**src/rtl/aes_byte_sequencer_if.sv**
```systemverilog
// rtl/aes_byte_sequencer_if.sv - byte-stream, core and status bundle for the AES byte sequencer
interface aes_byte_sequencer_if #(
  parameter int NBYTES = 16
);
  logic                in_valid;
  logic                in_sel;
  logic [7:0]          in_data;
  logic                in_ready;
  logic [8*NBYTES-1:0] core_key;
  logic [8*NBYTES-1:0] core_pt;
  logic                core_start;
  logic                core_done;
  logic [8*NBYTES-1:0] core_ct;
  logic                out_valid;
  logic [7:0]          out_data;
  logic                out_ready;
  logic                key_loaded;
  logic                busy;
  logic                err;

  modport slave (
    input  in_valid, in_sel, in_data, core_done, core_ct, out_ready,
    output in_ready, core_key, core_pt, core_start, out_valid, out_data,
           key_loaded, busy, err
  );

  modport master (
    output in_valid, in_sel, in_data, core_done, core_ct, out_ready,
    input  in_ready, core_key, core_pt, core_start, out_valid, out_data,
           key_loaded, busy, err
  );
endinterface

```
**src/rtl/aes_byte_sequencer.sv**
```systemverilog
// rtl/aes_byte_sequencer.sv - assembles key/plaintext bytes for the AES core and streams the ciphertext back
module aes_byte_sequencer #(
  parameter int NBYTES  = 16,
  parameter int TIMEOUT = 255
) (
  input  logic                clk,
  input  logic                rst,
  aes_byte_sequencer_if.slave bus
);
  localparam int W  = 8 * NBYTES;
  localparam int CW = $clog2(NBYTES + 1);
  localparam int TW = (TIMEOUT > 1) ? $clog2(TIMEOUT + 1) : 1;
  localparam logic [CW-1:0] LAST_BYTE = CW'(NBYTES - 1);
  localparam logic [CW-1:0] FULL      = CW'(NBYTES);

  typedef enum logic [1:0] {S_LOAD, S_START, S_WAIT, S_UNLOAD} state_t;

  state_t        state;
  state_t        state_nxt;
  logic [CW-1:0] key_cnt;
  logic [CW-1:0] pt_cnt;
  logic [CW-1:0] out_cnt;
  logic [TW-1:0] wait_cnt;
  logic [W-1:0]  key_reg;
  logic [W-1:0]  pt_reg;
  logic [W-1:0]  ct_buf;
  logic          key_loaded;
  logic          err;

  logic pt_full;
  logic in_fire;
  logic key_fire;
  logic pt_fire;
  logic out_fire;
  logic block_done;
  logic timeout_hit;
  logic in_ready_c;
  logic core_start_c;
  logic out_valid_c;
  logic busy_c;

  assign pt_full     = (pt_cnt == FULL);
  assign in_fire     = bus.in_valid & in_ready_c;
  assign key_fire    = in_fire & bus.in_sel;
  assign pt_fire     = in_fire & ~bus.in_sel;
  assign out_fire    = out_valid_c & bus.out_ready;
  assign block_done  = out_fire & (out_cnt == LAST_BYTE);
  // wait_cnt is the number of completed WAIT cycles, so abort on the last allowed one
  assign timeout_hit = (TIMEOUT != 0) && (wait_cnt == TW'(TIMEOUT - 1));

  always_ff @(posedge clk) begin
    if (rst) begin
      state <= S_LOAD;
    end else begin
      state <= state_nxt;
    end
  end

  always_comb begin
    state_nxt = state;
    case (state)
      S_LOAD: begin
        if (pt_full && key_loaded) begin
          state_nxt = S_START;
        end
      end
      S_START: begin
        state_nxt = S_WAIT;
      end
      S_WAIT: begin
        if (bus.core_done) begin
          state_nxt = S_UNLOAD;
        end else if (timeout_hit) begin
          state_nxt = S_LOAD;
        end
      end
      S_UNLOAD: begin
        if (block_done) begin
          state_nxt = S_LOAD;
        end
      end
      default: begin
        state_nxt = S_LOAD;
      end
    endcase
  end

  // With a full plaintext buffer only key bytes may still enter, and only while the key is incomplete
  always_comb begin
    in_ready_c   = 1'b0;
    core_start_c = 1'b0;
    out_valid_c  = 1'b0;
    busy_c       = 1'b1;
    case (state)
      S_LOAD: begin
        busy_c     = 1'b0;
        in_ready_c = !pt_full || (bus.in_sel && !key_loaded);
      end
      S_START: begin
        core_start_c = 1'b1;
      end
      S_UNLOAD: begin
        out_valid_c = 1'b1;
      end
      default: begin
      end
    endcase
  end

  always_ff @(posedge clk) begin
    if (rst) begin
      key_cnt    <= '0;
      pt_cnt     <= '0;
      out_cnt    <= '0;
      wait_cnt   <= '0;
      key_reg    <= '0;
      pt_reg     <= '0;
      ct_buf     <= '0;
      key_loaded <= 1'b0;
      err        <= 1'b0;
    end else begin
      if (key_fire) begin
        for (int i = 0; i < NBYTES; i++) begin
          if (key_cnt == CW'(i)) begin
            key_reg[W-1-8*i -: 8] <= bus.in_data;
          end
        end
        if (key_cnt == LAST_BYTE) begin
          key_cnt    <= '0;
          key_loaded <= 1'b1;
        end else begin
          key_cnt <= key_cnt + 1'b1;
          if (key_cnt == '0) begin
            key_loaded <= 1'b0;
          end
        end
      end

      if (pt_fire) begin
        for (int i = 0; i < NBYTES; i++) begin
          if (pt_cnt == CW'(i)) begin
            pt_reg[W-1-8*i -: 8] <= bus.in_data;
          end
        end
        pt_cnt <= pt_cnt + 1'b1;
      end

      if (state == S_START) begin
        wait_cnt <= '0;
      end else if (state == S_WAIT) begin
        wait_cnt <= wait_cnt + 1'b1;
        if (bus.core_done) begin
          ct_buf <= bus.core_ct;
          pt_cnt <= '0;
        end else if (timeout_hit) begin
          err    <= 1'b1;
          pt_cnt <= '0;
        end
      end

      // The buffer shifts towards the MSB so the outgoing byte is always the top one
      if (out_fire) begin
        ct_buf  <= ct_buf << 8;
        out_cnt <= block_done ? '0 : out_cnt + 1'b1;
      end
    end
  end

  assign bus.in_ready   = in_ready_c;
  assign bus.core_start = core_start_c;
  assign bus.out_valid  = out_valid_c;
  assign bus.busy       = busy_c;
  assign bus.core_key   = key_reg;
  assign bus.core_pt    = pt_reg;
  assign bus.out_data   = ct_buf[W-1 -: 8];
  assign bus.key_loaded = key_loaded;
  assign bus.err        = err;
endmodule
```
**src/flat_wrapper.sv**
```systemverilog
// flat-port wrapper written by rule: the top's interface ports become plain ports
module aes_byte_sequencer_flat 
#(
  parameter int NBYTES  = 16,
  parameter int TIMEOUT = 255
)
  (clk, rst, bus_in_valid, bus_in_sel, bus_in_data, bus_core_done, bus_core_ct, bus_out_ready, bus_in_ready, bus_core_key, bus_core_pt, bus_core_start, bus_out_valid, bus_out_data, bus_key_loaded, bus_busy, bus_err);
  aes_byte_sequencer_if #(.NBYTES(NBYTES)) bus_i ();
  input  logic clk;
  input  logic rst;
  input wire logic [$bits(bus_i.in_valid)-1:0] bus_in_valid;
  input wire logic [$bits(bus_i.in_sel)-1:0] bus_in_sel;
  input wire logic [$bits(bus_i.in_data)-1:0] bus_in_data;
  input wire logic [$bits(bus_i.core_done)-1:0] bus_core_done;
  input wire logic [$bits(bus_i.core_ct)-1:0] bus_core_ct;
  input wire logic [$bits(bus_i.out_ready)-1:0] bus_out_ready;
  output wire logic [$bits(bus_i.in_ready)-1:0] bus_in_ready;
  output wire logic [$bits(bus_i.core_key)-1:0] bus_core_key;
  output wire logic [$bits(bus_i.core_pt)-1:0] bus_core_pt;
  output wire logic [$bits(bus_i.core_start)-1:0] bus_core_start;
  output wire logic [$bits(bus_i.out_valid)-1:0] bus_out_valid;
  output wire logic [$bits(bus_i.out_data)-1:0] bus_out_data;
  output wire logic [$bits(bus_i.key_loaded)-1:0] bus_key_loaded;
  output wire logic [$bits(bus_i.busy)-1:0] bus_busy;
  output wire logic [$bits(bus_i.err)-1:0] bus_err;
  assign bus_i.in_valid = bus_in_valid;
  assign bus_i.in_sel = bus_in_sel;
  assign bus_i.in_data = bus_in_data;
  assign bus_i.core_done = bus_core_done;
  assign bus_i.core_ct = bus_core_ct;
  assign bus_i.out_ready = bus_out_ready;
  assign bus_in_ready = bus_i.in_ready;
  assign bus_core_key = bus_i.core_key;
  assign bus_core_pt = bus_i.core_pt;
  assign bus_core_start = bus_i.core_start;
  assign bus_out_valid = bus_i.out_valid;
  assign bus_out_data = bus_i.out_data;
  assign bus_key_loaded = bus_i.key_loaded;
  assign bus_busy = bus_i.busy;
  assign bus_err = bus_i.err;
  aes_byte_sequencer #(.NBYTES(NBYTES), .TIMEOUT(TIMEOUT)) u_core (.clk(clk), .rst(rst), .bus(bus_i));
endmodule
```
**config.mk**
```make
export PLATFORM = sky130hd
export DESIGN_NAME = aes_byte_sequencer_flat
export DESIGN_NICKNAME = d
export VERILOG_FILES = /design/src/rtl/aes_byte_sequencer_if.sv /design/src/rtl/aes_byte_sequencer.sv /design/src/flat_wrapper.sv
export SDC_FILE = /design/constraint.sdc
export NUM_CORES = 1
export LEC_CHECK = 0
export CAP_MARGIN = 20
export CORE_MARGIN = 5
export CORE_UTILIZATION = 49
export DETAILED_ROUTE_END_ITERATION = 6
export GPL_ROUTABILITY_DRIVEN = 1
export PLACE_DENSITY = 0.87
export SYNTH_ARGS = -nofsm -noshare
export SYNTH_HDL_FRONTEND = slang
export SYNTH_SLANG_ARGS = --single-unit
```
**constraint.sdc**
```tcl
create_clock -name clk -period 2 [get_ports clk]
set_input_delay 0.4 -clock clk [delete_from_list [all_inputs] [get_ports clk]]
set_output_delay 0.4 -clock clk [all_outputs]
set_load 0.005 [all_outputs]
```
==> flow_summary_export.csv, run 1 <==
group,metric,value,unit
status,status,"completed",
clock_network,clock_sinks,411,
worst_setup_path,crit_buf_inv,1,
global_route,grt_use_total,27.6,%
sta,finClkSkew,0.0286,ns
worst_setup_path,arrival,2.39,ns
cells_and_area,final_cell_mix,"410 x dfxtp_1, 406 x clkdlybuf4s50_1, 230 x nand2_1",
synthesis,synthFlopType,"dfxtp_1",
sta,rsz0062_at_grt,"no",
clock_network,root_buffer,"clkbuf_16",
floorplanning,fp-row-count,66,
placement,port_buffers,411,
global_route,grt_overflow,0,
placement,post-place-ws,-0.277,ns
pwr,p_per_area,761,mW/mm²
cells_and_area,finalNetCount,2259,
global_route,first_global_vias,14900,
clock_network,clockBufferDepth,3,
sta,timing.slew.headroom,63.2,%
cells_and_area,nFillCells,2294,
floorplanning,die_area,0.0363,mm²
synthesis,syn_inst,1710,
worst_setup_path,crit_fanout,8,
sta,min_period,1.97,ns
synthesis,ys_seq_elements,411,
placement,globalplace.congestion,0.847,
cells_and_area,drive_above_1_share,9.46,%
route,wl_per_cell,20.5,µm
synthesis,ys_types,50,
clock_network,cts_max_level,2,
global_route,globalRouteMet1Util,30.8,%
global_route,grt_max_degree,114,
floorplanning,fp.dieW,191,µm
cells_and_area,area.growth.synth_to_final,41.4,%
sta,setup_slack,0.0305,ns
worst_setup_path,crit_family,"simple AND/OR/NAND/NOR gates",
route,vias_per_cell,5.58,
sta,max_freq,0.508,GHz
synthesis,synth_edf_count,0,
clock_network,clkTransAtPathRegs,0.06,ns
global_route,grt_first_pass_wirelength,81100,µm
floorplanning,core_area,0.0324,mm²
placement,dpl.hpwl,35200,µm
floorplanning,start_util,49.4,%
worst_setup_path,cp-start-kind,"register",
sta,worst_slew_pin_slew,0.551,ns
sta,timing.final.crit_share,98.5,%
synthesis,async_flop_share,0,%
worst_setup_path,cp_cell_sequence,"ha_1 -> nor4bb_1 -> o211ai_4 -> buf_12 -> mux2i_1 -> nor2_1",
run,max-cap-violations,0,
clock_network,clk_latency,0.56,ns
synthesis,syn_area_per_cell,9.35,µm²
worst_setup_path,slowest_stage,"nor4bb_1",
route,drt_pass1_iterations,6,
sta,finalSetupViolCount,0,
sta,finalSetupTns,0,ns
synthesis,synth_nets,1864,
floorplanning,die_h,191,µm
clock_network,numCtsBuffers,43,
clock_network,cts_tree,"built",
route,ant_nets,0,
worst_setup_path,crit_required,2.42,ns
global_route,grt.met3_usage,8.92,%
synthesis,ys_warn_count,0,
global_route,met2_usage,48.1,%
global_route,busiest_layer,"met2",
pwr,p_leak,8.86,nW
sta,hold_violations,0,
synthesis,seq_area_frac_synth,51.5,%
synthesis,syn-cell-area,0.0160,mm²
worst_setup_path,crit_type,"register to register",
sta,slew_viol_final,0,
route,drc_errors,0,
pwr,peakVddDrop,823,µV
worst_setup_path,crit_path_end_kind,"register",
floorplanning,ioPinCount,412,
route,drt-initial-drc-count,1010,
global_route,antenna_found_initial,1,
worst_setup_path,max_stage_delay,0.53,ns
route,wirelength,53000,µm
cells_and_area,final_common_cell,"dfxtp_1",
worst_hold_path,min_path_type,"input pin to register",
route,num_vias,14400,
[worst paths after layout]
path	cells past startpoint	end	from	slack (ns)
max reg2reg	6	u_core.bus.core_key[68]$_SDFFE_PP0P_	u_core.key_cnt[1]$_SDFFE_PP0P_	0.03
min	2	u_core.ct_buf[37]$_SDFFE_PP0P_	rst	0.23
max	6	u_core.bus.core_key[68]$_SDFFE_PP0P_	u_core.key_cnt[1]$_SDFFE_PP0P_	0.03
min reg2reg	2	u_core.ct_buf[96]$_SDFFE_PP0P_	u_core.ct_buf[96]$_SDFFE_PP0P_	0.45
[area by class of cell]
type	count	area (µm²)	area share [%]
Clock inverter	15	171	0.758
Inverter	8	30.0	0.133
Sequential cell	411	8230	36.4
Antenna cell	1	2.50	0.0111
Clock buffer	61	1230	5.46
Tap cell	442	553	2.45
Multi-Input combinational cell	1137	7080	31.3
Timing Repair Buffer	504	5300	23.5
[Yosys cell counts, types with 7 or more instances]
library cell	instances	area share, %
a21oi_1	205	6.4
a22oi_1	120	5.6
buf_2	37	1.2
buf_4	14	0.66
clkbuf_1	90	2.1
dfxtp_1	411	51
ha_1	12	0.94
inv_1	8	0.19
mux2i_1	185	12
nand2_1	230	5.4
nand3_1	78	2.4
nor2_1	207	4.9
o211ai_4	7	0.93
xor2_1	11	0.60
[through the flow]
stage	power, mW	util, %	hold slack (ns)	instances	instance area (µm²)
after floorplan	8.81	-	0.437	1710	16000
after global placement	9.38	65.3	0.441	2500	21100
after detailed placement	9.40	65.3	0.447	2500	21100
after CTS	17.2	69.7	0.201	2576	22600
after global routing	17.7	69.8	0.224	2579	22600
final	17.2	69.8	0.229	2579	22600
[logic make-up after synthesis]
kind of cell / after synthesis / share of synthesized area [%]
and+or+nand+nor: 573 / 16.0
buffers and inverters: 162 / 4.78
muxes: 185 / 11.6
AOI/OAI and AO/OA: 353 / 14.5
adders and majority gates: 12 / 0.940
xor gates and xnor gates: 14 / 0.767
DFF: 411 / 51.5
[repair_timing]
item | 4_1_cts | 5_1_grt
pin swaps | 2 | 0
endpoints found under the setup margin | 16 | 26
hold buffers | 0 | 0
setup buffers | 0 | 2
gates resized for setup | 16 | 6
[sequential cells by signal, summed over array words and instances, names as in the netlist]
signal and cells:
u_core.out_cnt 5, u_core.bus.core_key 128, u_core.key_cnt 5, u_core.ct_buf 128, u_core.state 2, u_core.bus.core_pt 128
u_core.wait_cnt 8, u_core.pt_cnt 5, u_core.bus.key_loaded 1, u_core.bus.err 1
[per-layer routing]
metal,vias to the layer above,wire (µm)
met2,625,26300
met5,-,0
met4,0,2530
li1,6692,-
met3,168,5040
met1,6906,19100
[report_power, final]
group	internal, mW	switching, mW
clock network	4.60	3.34
logic	0.483	0.535
registers	8.22	0.0232
No activity file was read; power rests on OpenSTA's default activity.
==> run 2: changes to the inputs <==
- CORE_MARGIN: 5 -> 3
- TNS_END_PERCENT: unset -> 50
==> run 2 against run 1 <==
  * Combinational power is essentially flat
  * First-iteration DRC count is 2.5% lower
  * Fmax down 1.1%
  * Worst hold slack got worse by 0.0049 ns
  * Via count increased by 0.85%
  * Die area shrank 4.2%
  * Sequential power barely moved
  * Routed wire length decreased by 0.40%
  * Sequential share of layout area decreased by 0.13 points
  * Register-to-register slack better by 0.03 ns
  * Power shrank 0.11%
==> flow_summary_export.csv, run 2 (synthesized netlist as in run 1, its figures left out) <==
group,metric,value,unit
pwr,swShare,22.8,%
worst_setup_path,crit_path_end_kind,"output port",
floorplanning,die_area,0.0348,mm²
floorplanning,die_h,187,µm
pwr,p_per_area,757,mW/mm²
floorplanning,core_area,0.0319,mm²
clock_network,cts_max_level,2,
status,status,"completed",
global_route,grt_max_degree,116,
global_route,busiest_layer,"met2",
pwr,comb_power_share,6.0,%
cells_and_area,finalNetCount,2274,
sta,finClkSkew,0.0193,ns
cells_and_area,multi_input_area,0.00708,mm²
worst_setup_path,crit_fanout,4,
pwr,power.internal,13.3,mW
route,vias_per_cell,5.61,
global_route,met2_usage,50.0,%
run,max-cap-violations,0,
placement,port_buffers,411,
cells_and_area,nFillCells,2192,
global_route,globalRouteMet1Util,32.6,%
sta,hold_violations,0,
clock_network,clk_latency,0.55,ns
worst_setup_path,crit_type,"register to output port",
sta,min_period,1.99,ns
placement,dpl.hpwl,34600,µm
clock_network,cts_tree,"built",
cells_and_area,area.growth.synth_to_final,42.0,%
route,num_vias,14500,
worst_setup_path,cp_cell_sequence,"or2_2 -> buf_4 -> clkdlybuf4s15_2",
global_route,grt_first_pass_wirelength,82200,µm
pwr,p_clk_share,46.1,%
worst_setup_path,arrival,1.59,ns
worst_setup_path,crit_required,1.60,ns
clock_network,clock_sinks,411,
pwr,p_leak,8.92,nW
route,drt_pass1_iterations,7,
floorplanning,fp.dieW,187,µm
sta,slew_viol_final,0,
worst_hold_path,min_path_type,"input pin to register",
sta,finalSetupTns,0,ns
global_route,grt.met3_usage,8.87,%
route,wl_per_cell,20.4,µm
global_route,antenna_found_initial,2,
sta,rsz0062_at_grt,"yes",
clock_network,clkTransAtPathRegs,0.06,ns
clock_network,clockBufferDepth,3,
global_route,first_global_vias,14900,
clock_network,numCtsBuffers,43,
global_route,grt_overflow,0,
worst_setup_path,crit_family,"buffers and inverters",
pwr,seq_power_share,48.0,%
sta,timing.final.crit_share,99.6,%
worst_setup_path,max_stage_delay,0.35,ns
worst_setup_path,cp-start-kind,"register",
sta,max_freq,0.502,GHz
sta,worst_slew_pin_slew,0.566,ns
global_route,grt_use_total,28.9,%
worst_setup_path,crit_buf_inv,2,
placement,globalplace.congestion,0.824,
cells_and_area,ff_latch_area,0.00823,mm²
route,wirelength,52700,µm
sta,timing.slew.headroom,61.8,%
cells_and_area,stdcell_area,0.0227,mm²
route,drt-initial-drc-count,985,
floorplanning,ioPinCount,412,
pwr,switchingPower,3.92,mW
cells_and_area,final_common_cell,"dfxtp_1",
cells_and_area,drive_above_1_share,10.3,%
placement,placement.cell_area,0.0212,mm²
floorplanning,fp-row-count,65,
pwr,peakVddDrop,737,µV
worst_setup_path,slowest_stage,"dfxtp_2",
cells_and_area,final_cell_mix,"408 x dfxtp_1, 406 x clkdlybuf4s50_1, 229 x nand2_1",
floorplanning,start_util,50.1,%
route,ant_nets,0,
cells_and_area,fin_util,71.2,%
route,drc_errors,0,
sta,finalSetupViolCount,0,
pwr,p_total,17.2,mW
clock_network,root_buffer,"clkbuf_16",
-- run 2: timing repair --
| item | CTS | global route |
|---|---|---|
| gates resized for setup | 20 | 7 |
| hold buffers | 0 | 0 |
| pin swaps | 3 | 0 |
| setup endpoints to repair | 31 | 31 |
| buffers inserted | 1 | 3 |
-- run 2: path summary, 6_finish.rpt --
path / slack [ns] / end / startpoint / depth (start not counted)
min reg2reg: 0.45 / u_core.ct_buf[124]$_SDFFE_PP0P_ / u_core.ct_buf[124]$_SDFFE_PP0P_ / 2
max: 0.008 / bus_busy / u_core.state[1]$_SDFFE_PP0P_ / 3
max reg2reg: 0.06 / u_core.bus.core_key[118]$_SDFFE_PP0P_ / u_core.bus.key_loaded$_SDFFE_PP0P_ / 6
min: 0.22 / u_core.ct_buf[33]$_SDFFE_PP0P_ / rst / 2
-- run 2: final cells by class --
| type | count | area share, % |
|---|---|---|
| diodes | 2 | 0.0221 |
| clock buffers | 57 | 5.15 |
| clock inverters | 20 | 0.981 |
| inverters | 8 | 0.132 |
| multi-input cells | 1137 | 31.2 |
| flip-flops and latches | 411 | 36.3 |
| well taps | 435 | 2.40 |
| repair buffers | 519 | 23.8 |
-- run 2: worst register-to-register path, delay by kind of cell, from the launching register on --
kind / cells / cell delay [ns]
AND/OR/NAND/NOR: 2 / 0.33
buffers and inverters: 2 / 0.38
multiplexers: 1 / 0.26
flip-flops: 1 / 0.44
AO/OA/AOI/OAI: 1 / 0.40
-- run 2: power groups by stage --
| stage | clock network, mW | logic, mW | registers (mW) |
|---|---|---|---|
| floorplan | 0 | 0.394 | 8.42 |
| global placement | 0 | 0.969 | 8.42 |
| detailed placement | 0 | 0.984 | 8.42 |
| CTS | 8.01 | 1.00 | 8.24 |
| global route | 8.36 | 1.08 | 8.24 |
| finish | 7.91 | 1.03 | 8.24 |
-- run 2: metal layers --
layer | vias to the layer above | wire length, µm
li1 | 6737 | -
met1 | 6987 | 19400
met2 | 629 | 26100
met3 | 160 | 4650
met4 | 0 | 2520
met5 | - | 0
-- run 2: metrics by stage --
stage | setup slack (ns) | cells | hold WS (ns)
global placement | -0.176 | 2506 | 0.441
global route | -0.0200 | 2589 | 0.223
floorplan | 0.237 | 1710 | 0.437
detailed placement | -0.261 | 2506 | 0.447
finish | 0.00829 | 2589 | 0.224
CTS | 0.00263 | 2584 | 0.207
